**src/rtl/operand_bypass_unit_pkg.sv**
```systemverilog
// Shared pipeline types for the RV core hazard/forwarding logic.
// Scoreboard entry layout and post-decode stage index names.
package rv_pipe_pkg;

  // Widest register address any core variant uses; narrower AW is zero-extended.
  localparam int RD_W = 8;

  // Post-decode stage indices, youngest first.
  localparam int STG_E = 0;
  localparam int STG_M = 1;
  localparam int STG_W = 2;

  // One in-flight instruction as seen by the hazard logic.
  typedef struct packed {
    logic            valid;
    logic            regwrite;
    logic            is_load;
    logic [RD_W-1:0] rd;
  } sb_entry_t;

  localparam sb_entry_t SB_EMPTY = '0;

endpackage

```
**src/rtl/operand_bypass_unit_if.sv**
```systemverilog
// Bus between the datapath and operand_bypass_unit.
// Optional HAZARD_PERF_EN adds the stall/flush performance counters.
interface operand_bypass_unit_if #(
  parameter int XLEN   = 32,
  parameter int AW     = 5,
  parameter int STAGES = 3
);

  logic                   ext_stall;
  logic                   redirect;
  logic                   dec_valid;
  logic [AW-1:0]          dec_rs1;
  logic [AW-1:0]          dec_rs2;
  logic [AW-1:0]          dec_rd;
  logic                   dec_regwrite;
  logic                   dec_is_load;
  logic [XLEN-1:0]        rf_rd1;
  logic [XLEN-1:0]        rf_rd2;
  logic [STAGES*XLEN-1:0] stage_result;
  logic [XLEN-1:0]        fwd_rs1;
  logic [XLEN-1:0]        fwd_rs2;
  logic                   stall_d;
  logic                   flush_d;
  logic                   bubble_e;
`ifdef HAZARD_PERF_EN
  logic [31:0]            perf_stall_cnt;
  logic [31:0]            perf_flush_cnt;
`endif

  // Pipeline/datapath side.
  modport master (
    output ext_stall, redirect, dec_valid, dec_rs1, dec_rs2, dec_rd,
    output dec_regwrite, dec_is_load, rf_rd1, rf_rd2, stage_result,
    input  fwd_rs1, fwd_rs2, stall_d, flush_d, bubble_e
`ifdef HAZARD_PERF_EN
    , input perf_stall_cnt, perf_flush_cnt
`endif
  );

  // Hazard unit side.
  modport slave (
    input  ext_stall, redirect, dec_valid, dec_rs1, dec_rs2, dec_rd,
    input  dec_regwrite, dec_is_load, rf_rd1, rf_rd2, stage_result,
    output fwd_rs1, fwd_rs2, stall_d, flush_d, bubble_e
`ifdef HAZARD_PERF_EN
    , output perf_stall_cnt, perf_flush_cnt
`endif
  );

endinterface

```
**src/rtl/operand_bypass_unit_sb_stage_reg.sv**
```systemverilog
// One scoreboard entry: async clear, hold while disabled, bubble insert.
module sb_stage_reg
  import rv_pipe_pkg::*;
(
  input  logic      clk,
  input  logic      reset,
  input  logic      en,
  input  logic      bubble,
  input  sb_entry_t din,
  output sb_entry_t dout
);

  // Advance the entry on enabled edges; a bubble loads an empty slot.
  // NOTE: state registers use <= so every stage samples its neighbour's old value on the same edge.
  always_ff @(posedge clk or negedge reset) begin
    if (!reset) begin
      dout <= SB_EMPTY;
    end else if (en) begin
      dout <= bubble ? SB_EMPTY : din;
    end
  end

endmodule

```
**src/rtl/operand_bypass_unit.sv**
```systemverilog
// Operand bypass / hazard unit for the pipelined RV core.
// Tracks destination registers of in-flight instructions, forwards the
// youngest matching stage result to Decode, and raises load-use stall and
// redirect flush. Define HAZARD_PERF_EN to add stall/flush event counters.
module operand_bypass_unit
  import rv_pipe_pkg::*;
#(
  parameter int XLEN       = 32,
  parameter int AW         = 5,   // must not exceed RD_W
  parameter int STAGES     = 3,
  parameter int LOAD_STAGE = 2
) (
  input  logic                  clk,
  input  logic                  reset,
  operand_bypass_unit_if.slave  bus
);

  sb_entry_t entry [STAGES];
  sb_entry_t decEntry;
  logic      stageEn;
  logic      bubbleE;
  logic      stallD;
  logic      unres1;
  logic      unres2;
  logic [XLEN-1:0] fwd1;
  logic [XLEN-1:0] fwd2;

  function automatic logic hits(sb_entry_t e, logic [AW-1:0] rs);
    return e.valid && e.regwrite && (e.rd == RD_W'(rs)) && (rs != '0);
  endfunction

  assign stageEn  = ~bus.ext_stall;
  assign decEntry = '{valid:    bus.dec_valid,
                      regwrite: bus.dec_regwrite,
                      is_load:  bus.dec_is_load,
                      rd:       RD_W'(bus.dec_rd)};

  // Scoreboard shift register: stage 0 takes Decode, stage k takes stage k-1.
  for (genvar k = 0; k < STAGES; k++) begin : g_stage
    if (k == 0) begin : g_head
      sb_stage_reg u_stage (
        .clk    (clk),
        .reset  (reset),
        .en     (stageEn),
        .bubble (bubbleE),
        .din    (decEntry),
        .dout   (entry[k])
      );
    end else begin : g_tail
      sb_stage_reg u_stage (
        .clk    (clk),
        .reset  (reset),
        .en     (stageEn),
        .bubble (1'b0),
        .din    (entry[k-1]),
        .dout   (entry[k])
      );
    end
  end

  // Pick the youngest matching stage per operand; scanning oldest-first lets
  // younger matches overwrite older ones.
  // NOTE: every always_comb output gets a default first so no latch is inferred.
  always_comb begin
    fwd1   = bus.rf_rd1;
    fwd2   = bus.rf_rd2;
    unres1 = 1'b0;
    unres2 = 1'b0;
    for (int k = STAGES - 1; k >= 0; k--) begin
      if (hits(entry[k], bus.dec_rs1)) begin
        fwd1   = bus.stage_result[k*XLEN +: XLEN];
        unres1 = entry[k].is_load && (k < LOAD_STAGE);
      end
      if (hits(entry[k], bus.dec_rs2)) begin
        fwd2   = bus.stage_result[k*XLEN +: XLEN];
        unres2 = entry[k].is_load && (k < LOAD_STAGE);
      end
    end
  end

  // A redirect squashes the Decode instruction, so it never stalls.
  assign stallD  = bus.dec_valid & ~bus.redirect & (unres1 | unres2);
  assign bubbleE = bus.redirect | stallD;

  assign bus.fwd_rs1  = fwd1;
  assign bus.fwd_rs2  = fwd2;
  assign bus.stall_d  = stallD;
  assign bus.flush_d  = bus.redirect;
  assign bus.bubble_e = bubbleE;

`ifdef HAZARD_PERF_EN
  logic [31:0] stallCnt;
  logic [31:0] flushCnt;

  // Count stall/flush events on edges where the pipeline actually advances.
  always_ff @(posedge clk or negedge reset) begin
    if (!reset) begin
      stallCnt <= '0;
      flushCnt <= '0;
    end else if (stageEn) begin
      if (stallD)       stallCnt <= stallCnt + 32'd1;
      if (bus.redirect) flushCnt <= flushCnt + 32'd1;
    end
  end

  assign bus.perf_stall_cnt = stallCnt;
  assign bus.perf_flush_cnt = flushCnt;
`endif

endmodule

```
**src/flat_wrapper.sv**
```systemverilog
// flat-port wrapper written by rule: the top's interface ports become plain ports
module operand_bypass_unit_flat import rv_pipe_pkg::*;
#(
  parameter int XLEN       = 32,
  parameter int AW         = 5,                          
  parameter int STAGES     = 3,
  parameter int LOAD_STAGE = 2
)
  (clk, reset, bus_ext_stall, bus_redirect, bus_dec_valid, bus_dec_rs1, bus_dec_rs2, bus_dec_rd, bus_dec_regwrite, bus_dec_is_load, bus_rf_rd1, bus_rf_rd2, bus_stage_result, bus_fwd_rs1, bus_fwd_rs2, bus_stall_d, bus_flush_d, bus_bubble_e);
  operand_bypass_unit_if #(.XLEN(XLEN), .AW(AW), .STAGES(STAGES)) bus_i ();
  input  logic clk;
  input  logic reset;
  input wire logic [$bits(bus_i.ext_stall)-1:0] bus_ext_stall;
  input wire logic [$bits(bus_i.redirect)-1:0] bus_redirect;
  input wire logic [$bits(bus_i.dec_valid)-1:0] bus_dec_valid;
  input wire logic [$bits(bus_i.dec_rs1)-1:0] bus_dec_rs1;
  input wire logic [$bits(bus_i.dec_rs2)-1:0] bus_dec_rs2;
  input wire logic [$bits(bus_i.dec_rd)-1:0] bus_dec_rd;
  input wire logic [$bits(bus_i.dec_regwrite)-1:0] bus_dec_regwrite;
  input wire logic [$bits(bus_i.dec_is_load)-1:0] bus_dec_is_load;
  input wire logic [$bits(bus_i.rf_rd1)-1:0] bus_rf_rd1;
  input wire logic [$bits(bus_i.rf_rd2)-1:0] bus_rf_rd2;
  input wire logic [$bits(bus_i.stage_result)-1:0] bus_stage_result;
  output wire logic [$bits(bus_i.fwd_rs1)-1:0] bus_fwd_rs1;
  output wire logic [$bits(bus_i.fwd_rs2)-1:0] bus_fwd_rs2;
  output wire logic [$bits(bus_i.stall_d)-1:0] bus_stall_d;
  output wire logic [$bits(bus_i.flush_d)-1:0] bus_flush_d;
  output wire logic [$bits(bus_i.bubble_e)-1:0] bus_bubble_e;
  assign bus_i.ext_stall = bus_ext_stall;
  assign bus_i.redirect = bus_redirect;
  assign bus_i.dec_valid = bus_dec_valid;
  assign bus_i.dec_rs1 = bus_dec_rs1;
  assign bus_i.dec_rs2 = bus_dec_rs2;
  assign bus_i.dec_rd = bus_dec_rd;
  assign bus_i.dec_regwrite = bus_dec_regwrite;
  assign bus_i.dec_is_load = bus_dec_is_load;
  assign bus_i.rf_rd1 = bus_rf_rd1;
  assign bus_i.rf_rd2 = bus_rf_rd2;
  assign bus_i.stage_result = bus_stage_result;
  assign bus_fwd_rs1 = bus_i.fwd_rs1;
  assign bus_fwd_rs2 = bus_i.fwd_rs2;
  assign bus_stall_d = bus_i.stall_d;
  assign bus_flush_d = bus_i.flush_d;
  assign bus_bubble_e = bus_i.bubble_e;
  operand_bypass_unit #(.XLEN(XLEN), .AW(AW), .STAGES(STAGES), .LOAD_STAGE(LOAD_STAGE)) u_core (.clk(clk), .reset(reset), .bus(bus_i));
endmodule
```
**config.mk**
```make
export PLATFORM = sky130hd
export DESIGN_NAME = operand_bypass_unit_flat
export DESIGN_NICKNAME = d
export VERILOG_FILES = /design/src/rtl/operand_bypass_unit_pkg.sv /design/src/rtl/operand_bypass_unit_if.sv /design/src/rtl/operand_bypass_unit_sb_stage_reg.sv /design/src/rtl/operand_bypass_unit.sv /design/src/flat_wrapper.sv
export SDC_FILE = /design/constraint.sdc
export NUM_CORES = 1
export LEC_CHECK = 0
export BUFFER_PORTS_ARGS = -buffer_cell sky130_fd_sc_hd__clkbuf_2
export CORE_MARGIN = 4
export CORE_UTILIZATION = 42
export DETAILED_ROUTE_END_ITERATION = 6
export PLACE_DENSITY = 0.79
export SLEW_MARGIN = 20
export SYNTH_ARGS = -nofsm -noshare
export SYNTH_HDL_FRONTEND = slang
export SYNTH_SLANG_ARGS = --single-unit
export TNS_END_PERCENT = 1
```
**constraint.sdc**
```tcl
create_clock -name clk -period 3.13 [get_ports clk]
set_clock_uncertainty 0.2 [all_clocks]
set_input_delay 0.4695 -clock clk [delete_from_list [all_inputs] [get_ports clk]]
set_output_delay 0.4695 -clock clk [all_outputs]
set_load 0.02 [all_outputs]
```
* Word level (Yosys, flattened, before mapping)
Index checks and enable logic that the tools add are counted.
** Storage, ports and cells
- Flip-flop bits (word level) :: 32
- Output and inout bits :: 67
- Word-level logic and storage cells :: 50
** Operators by class
- Eq/ne operators :: 6
- Multiplexer cells :: 11
- Bitwise gates (word level) :: 5
- Reduce and logical (&&, ||, !) cells :: 17
** Operators with widths (count)
- 2-to-1 mux 32 bit :: 6
- == test 8 x 5 -> 1 bit :: 6
- logical AND 1 bit :: 15
- 2-to-1 mux 11 bit :: 1
- nonzero test 5 bit :: 2
- 2-to-1 mux 1 bit :: 4
- AND 1 bit :: 2
- OR 1 bit :: 2
- NOT 1 bit :: 1

* Longest topological paths before layout
- Word-level depth :: 9
- Gate-level depth with buffers :: 8
- Mapped depth without buffers :: 6

* Hierarchy
From an unflattened synthesis, not the netlist that was laid out.
** Second synthesis, totals
- Cells, all modules :: 500
- Area total of the unflattened synthesis :: 4057.6 um^2
** By module, submodules not included
- operand_bypass_unit :: times used 1, cells an instance 359, area an instance 2522.4 um^2, seq. area each 0.0 um^2
- sb_stage_reg :: times used 3, cells an instance 47, area an instance 511.7 um^2, seq. area each 275.3 um^2

* Least setup slack after synthesis
No wires, ideal clock.
- Kind :: in2out
- From :: input port bus_dec_rs2[4]
- To :: output port bus_fwd_rs2[10]
- Data arrival time :: 2.215 ns
- Required time :: 2.460 ns
- Slack :: 0.246 ns
- Cell stages on the path :: 8
- Buffers on the path :: 2
- Path through :: or4_1 nor2_4 or4_1 buf_2 clkbuf_1 nor2_1 a211oi_1 a21o_1
** Between the ends
- Word-level cells in the longest chain between the ends :: 6
- Elaborated cells between the ends (all ways) :: 13
- Classes of those cells :: eq/ne (3); mux (3); reduce/logical (7)
** Ends and longest elaborated chain
- start, declared :: RTL line flat_wrapper.sv:17 : input wire logic [$bits(bus_i.dec_rs2)-1:0] bus_dec_rs2;
- == test 8 x 5 -> 1 bit :: RTL line operand_bypass_unit.sv:29 : return e.valid && e.regwrite && (e.rd == RD_W'(rs)) && (rs != '0);
- logical AND 1 bit (2 in series) :: RTL line operand_bypass_unit.sv:29
- 2-to-1 mux 32 bit (2 in series) :: RTL line operand_bypass_unit.sv:74 : if (hits(entry[k], bus.dec_rs2)) begin
- 2-to-1 mux 32 bit * :: RTL line operand_bypass_unit.sv:74
- end, declared :: RTL line flat_wrapper.sv:25 : output wire logic [$bits(bus_i.fwd_rs2)-1:0] bus_fwd_rs2;
Every way passes the cells marked *; elsewhere a longest branch is shown, timed or not.

* Worst setup path in the final report
- From :: register u_core.g_stage[2].g_tail.u_stage.dout[4] (netlist bit)
- To :: output port bus_fwd_rs2[12]
** Between the ends
- Word-level cells in the longest chain between the ends :: 6
** Ends and longest elaborated chain
- start, declared :: RTL line operand_bypass_unit_sb_stage_reg.sv:10 : output sb_entry_t dout
- start signal, assigned :: RTL line operand_bypass_unit_sb_stage_reg.sv:19 : dout <= bubble ? SB_EMPTY : din;
- == test 8 x 5 -> 1 bit :: RTL line operand_bypass_unit.sv:29
- logical AND 1 bit (2 in series) :: RTL line operand_bypass_unit.sv:29
- 2-to-1 mux 32 bit (3 in series) :: RTL line operand_bypass_unit.sv:74
No other way between the ends.

==> metrics.md <==
| Metric | Value |
|---|---|
| Number of global-route vias before repair | `3983` |
| Library cells used by synthesis | `31` |
| Via-to-Cell Ratio | `5.47` |
| Detailed Route WL | `12.7 mm` |
| Required @ worst endpoint | `2.46 ns` |
| Synth Area in Compound Gates | `0.324` |
| Slew @ Worst Pin | `0.711 ns` |
| Post-synthesis mux area share | `0.239` |
| Num CTS Buffers | `3` |
| Final core occ | `0.651` |
| Most frequent cells in the layout | `clkbuf_2, nor2_1, a21o_1, mux2i_1, a211oi_1` |
| Worst Hold Class | `primary input to register` |
| Worst Setup End Kind | `output port` |
| Antenna diodes | `0` |
| Ranking of synthesized cells by area | `mux2i_1, dfrtp_1, a211oi_1` |
| Violated checks | `setup timing` |
| First-pass GRT wire length | `19.6 mm` |
| Clock latency on the worst-skew pair | `0.26 ns` |
| Die Area | `9560 µm²` |
| DRT Pass-1 Iters | `4` |
| PwrDens | `210 nW/µm²` |
| Peak Freq | `306 MHz` |
| Routed via count | `4121` |
| Setup WS post-layout | `-0.141 ns` |
| Critical Path AT | `2.60 ns` |
| Pre-CTS WS | `-0.0296 ns` |
| Placeable core region | `7770 µm²` |
| PortBufs | `248` |
| Sink Count | `23` |
| GR Util All Layers | `0.244` |
| Overall die width | `97.8 µm` |
| TritonCTS clock tree | `yes` |
| Post-route DRC | `0` |
| Hold Violations, Final | `0` |
| Hold path cells | `3` |
| Post-synthesis sequential area ratio | `0.170` |
| Layout cells sized above 1 | `0.491` |
| Final Wtd Congestion | `0.988` |
| Min cycle time layout | `3.27 ns` |
| Mapped Cells | `413` |
| Xor/xnor share of the synthesized area | `0.0777` |
| Register bit total from synthesis | `23` |
| Final TNS setup | `-1.82 ns` |
| Cells along the critical path | `xor2_1 > or4_4 > nor4_4 > buf_12 > mux2i_2 > a211oi_1 > a21o_1 > clkbuf_2` |
| WP buf/inv | `2` |
| Leakage | `0.00265 µW` |
| Relative slew slack | `0.526` |
| Crit share post-route | `1.05` |
| GR Overflow Total | `0` |
| Setup crit start kind | `register` |
| Main combinational cell family by area after synthesis | `compound AO/OA/AOI/OAI gates` |
| Final count of pins violating max slew | `0` |
| Post-Synth Simple-Gate Area | `0.127` |
| DRT iter0 DRCs | `116` |
| P&R area growth vs syn | `49.4%` |
| Antenna-violating nets left | `0` |
| Ys Warns | `0` |
| Commonest non-fill, non-tap cell in the layout | `clkbuf_2` |
| Largest net degree at the start of global routing | `40` |
| Setup violators final | `32` |
| Slowest cell on crit path | `or4_4` |
| CP Max Fanout | `23` |
| Top cell family by delay on the critical path | `simple AND/OR/NAND/NOR gates` |
| Mapped cell area | `3380 µm²` |
| Max H-tree Level | `1` |
| Synth Area in Adders | `0` |
| # Max-Cap Violations | `0` |
| Core Rows | `32` |
| Share of the synthesized area in the top cell type | `0.189` |
| CP peak stage delay | `0.55 ns` |
| # IOs | `249` |
| Routed wire per std cell | `16.9 µm` |
| RSZ-0062 raised after global routing | `yes` |
| Chip height | `97.8 µm` |
| Root buf cell | `clkbuf_8` |
| WP depth | `8` |
| Starting Density | `0.436` |
| Clk pin slew, worst setup/hold paths | `0.08 ns` |
| CP Class | `register to output port` |
| Pwr Total | `1060 µW` |
| Syn Nets | `595` |
| Avg Cell Area, Syn | `8.19 µm²` |
| Post-CTS Setup Inserts | `0` |
| Leading area contributor after synthesis | `mux2i_1` |
| Worst vdd ir | `0.000283 V` |
| R2R cell count | `7` |
| Status | `finished with violations` |
| Antenna violations before repair | `0` |
| Fin nets | `835` |
| Estimated wirelength of the detail-placed design | `10.5 mm` |
| CTS max path bufs | `2` |
==> through the flow <==
stage	instance area (µm²)	cells	hold slack (ns)
after floorplan	3380	413	-0.0261
after global placement	4880	749	0.275
after detailed placement	4880	749	0.288
after CTS	5000	754	0.225
after global routing	5060	754	0.245
final	5060	754	0.227
==> final timing paths <==
| check | from | slack [ns] | to |
|---|---|---|---|
| max | u_core.g_stage[2].g_tail.u_stage.dout[4] | -0.14 | bus_fwd_rs2[12] |
| max in group asynchronous | reset | 1.83 | u_core.g_stage[2].g_tail.u_stage.dout[10] |
| min reg2reg | u_core.g_stage[2].g_tail.u_stage.dout[9] | 0.32 | u_core.g_stage[2].g_tail.u_stage.dout[9] |
| min in group asynchronous | reset | 0.53 | u_core.g_stage[0].g_head.u_stage.dout[0] |
| min | bus_dec_rd[2] | 0.23 | u_core.g_stage[0].g_head.u_stage.dout[2] |
| max reg2reg | u_core.g_stage[0].g_head.u_stage.dout[3] | 0.46 | u_core.g_stage[0].g_head.u_stage.dout[9] |
==> area by class of cell <==
type	count	area, µm²
Tap cell	102	128
Sequential cell	23	576
Multi-Input combinational cell	344	2680
Clock inverter	1	5.00
Inverter	7	26.3
Fill cell	660	2710
Timing Repair Buffer	274	1600
Clock buffer	3	41.3
==> synth_stat cells <==
cell and number:
a21oi_1 1, nand4_1 5, nor3_1 2, mux2_2 15
a32o_1 1, a211oi_1 64, nand2_1 10, buf_1 9
xor2_1 8, a21o_1 64, o21ai_0 1, dfrtp_1 23
o31ai_2 7, nand2b_1 1, o211a_1 1, mux2i_1 64
nor4_4 1, buf_6 3, buf_2 10, nor2_4 1
or4_4 1, o22ai_1 1, or4_1 4, clkbuf_1 16
inv_1 7, nor2_1 66, xnor2_1 22, nor4_2 1
nand3_1 2, buf_4 1, a311o_1 1
==> power breakdown <==
part | switching [µW] | internal, µW | leakage, µW
Sequential | 38.4 | 329 | 0.000300
Combinational | 250 | 261 | 0.00233
Clock | 95.9 | 88.9 | 0.0000255
==> worst reg2reg max path: stages (launching register included) <==
cell     delay [ns]
dfrtp_1        0.44
xnor2_1        0.19
nand3_1        0.15
nor3_4         0.58
o22ai_1        0.22
a311o_1        0.41
buf_4          0.18
o31ai_2        0.20
==> per-layer routing <==
metal	global-route usage	up-vias	wire length, µm
li1	-	2020	-
met5	0	-	0
met2	0.471	160	6710
met4	0.0458	0	172
met3	0.0171	12	877
met1	0.297	1929	4960
==> sequential cells by signal, indices dropped and copies added (netlist names) <==
register	cells
u_core.g_stage.g_head.u_stage.dout	8
u_core.g_stage.g_tail.u_stage.dout	15
==> kinds of logic (layout without fill, tap and decap cells) <==
group,after synthesis,in the layout
XOR/XNOR,30,30
AND/OR/NAND/NOR,94,94
buffers and inverters,46,285
multiplexers,79,79
AO/OA/AOI/OAI,141,141
flip-flops,23,23
==> timing repair <==
action | CTS | global route
hold buffers | 1 | 0
resized for setup | 15 | 31
hold endpoints to repair | 23 | 0
setup endpoints to repair | 64 | 63
pin swaps | 12 | 15
Power figures use the tool's default switching activity.
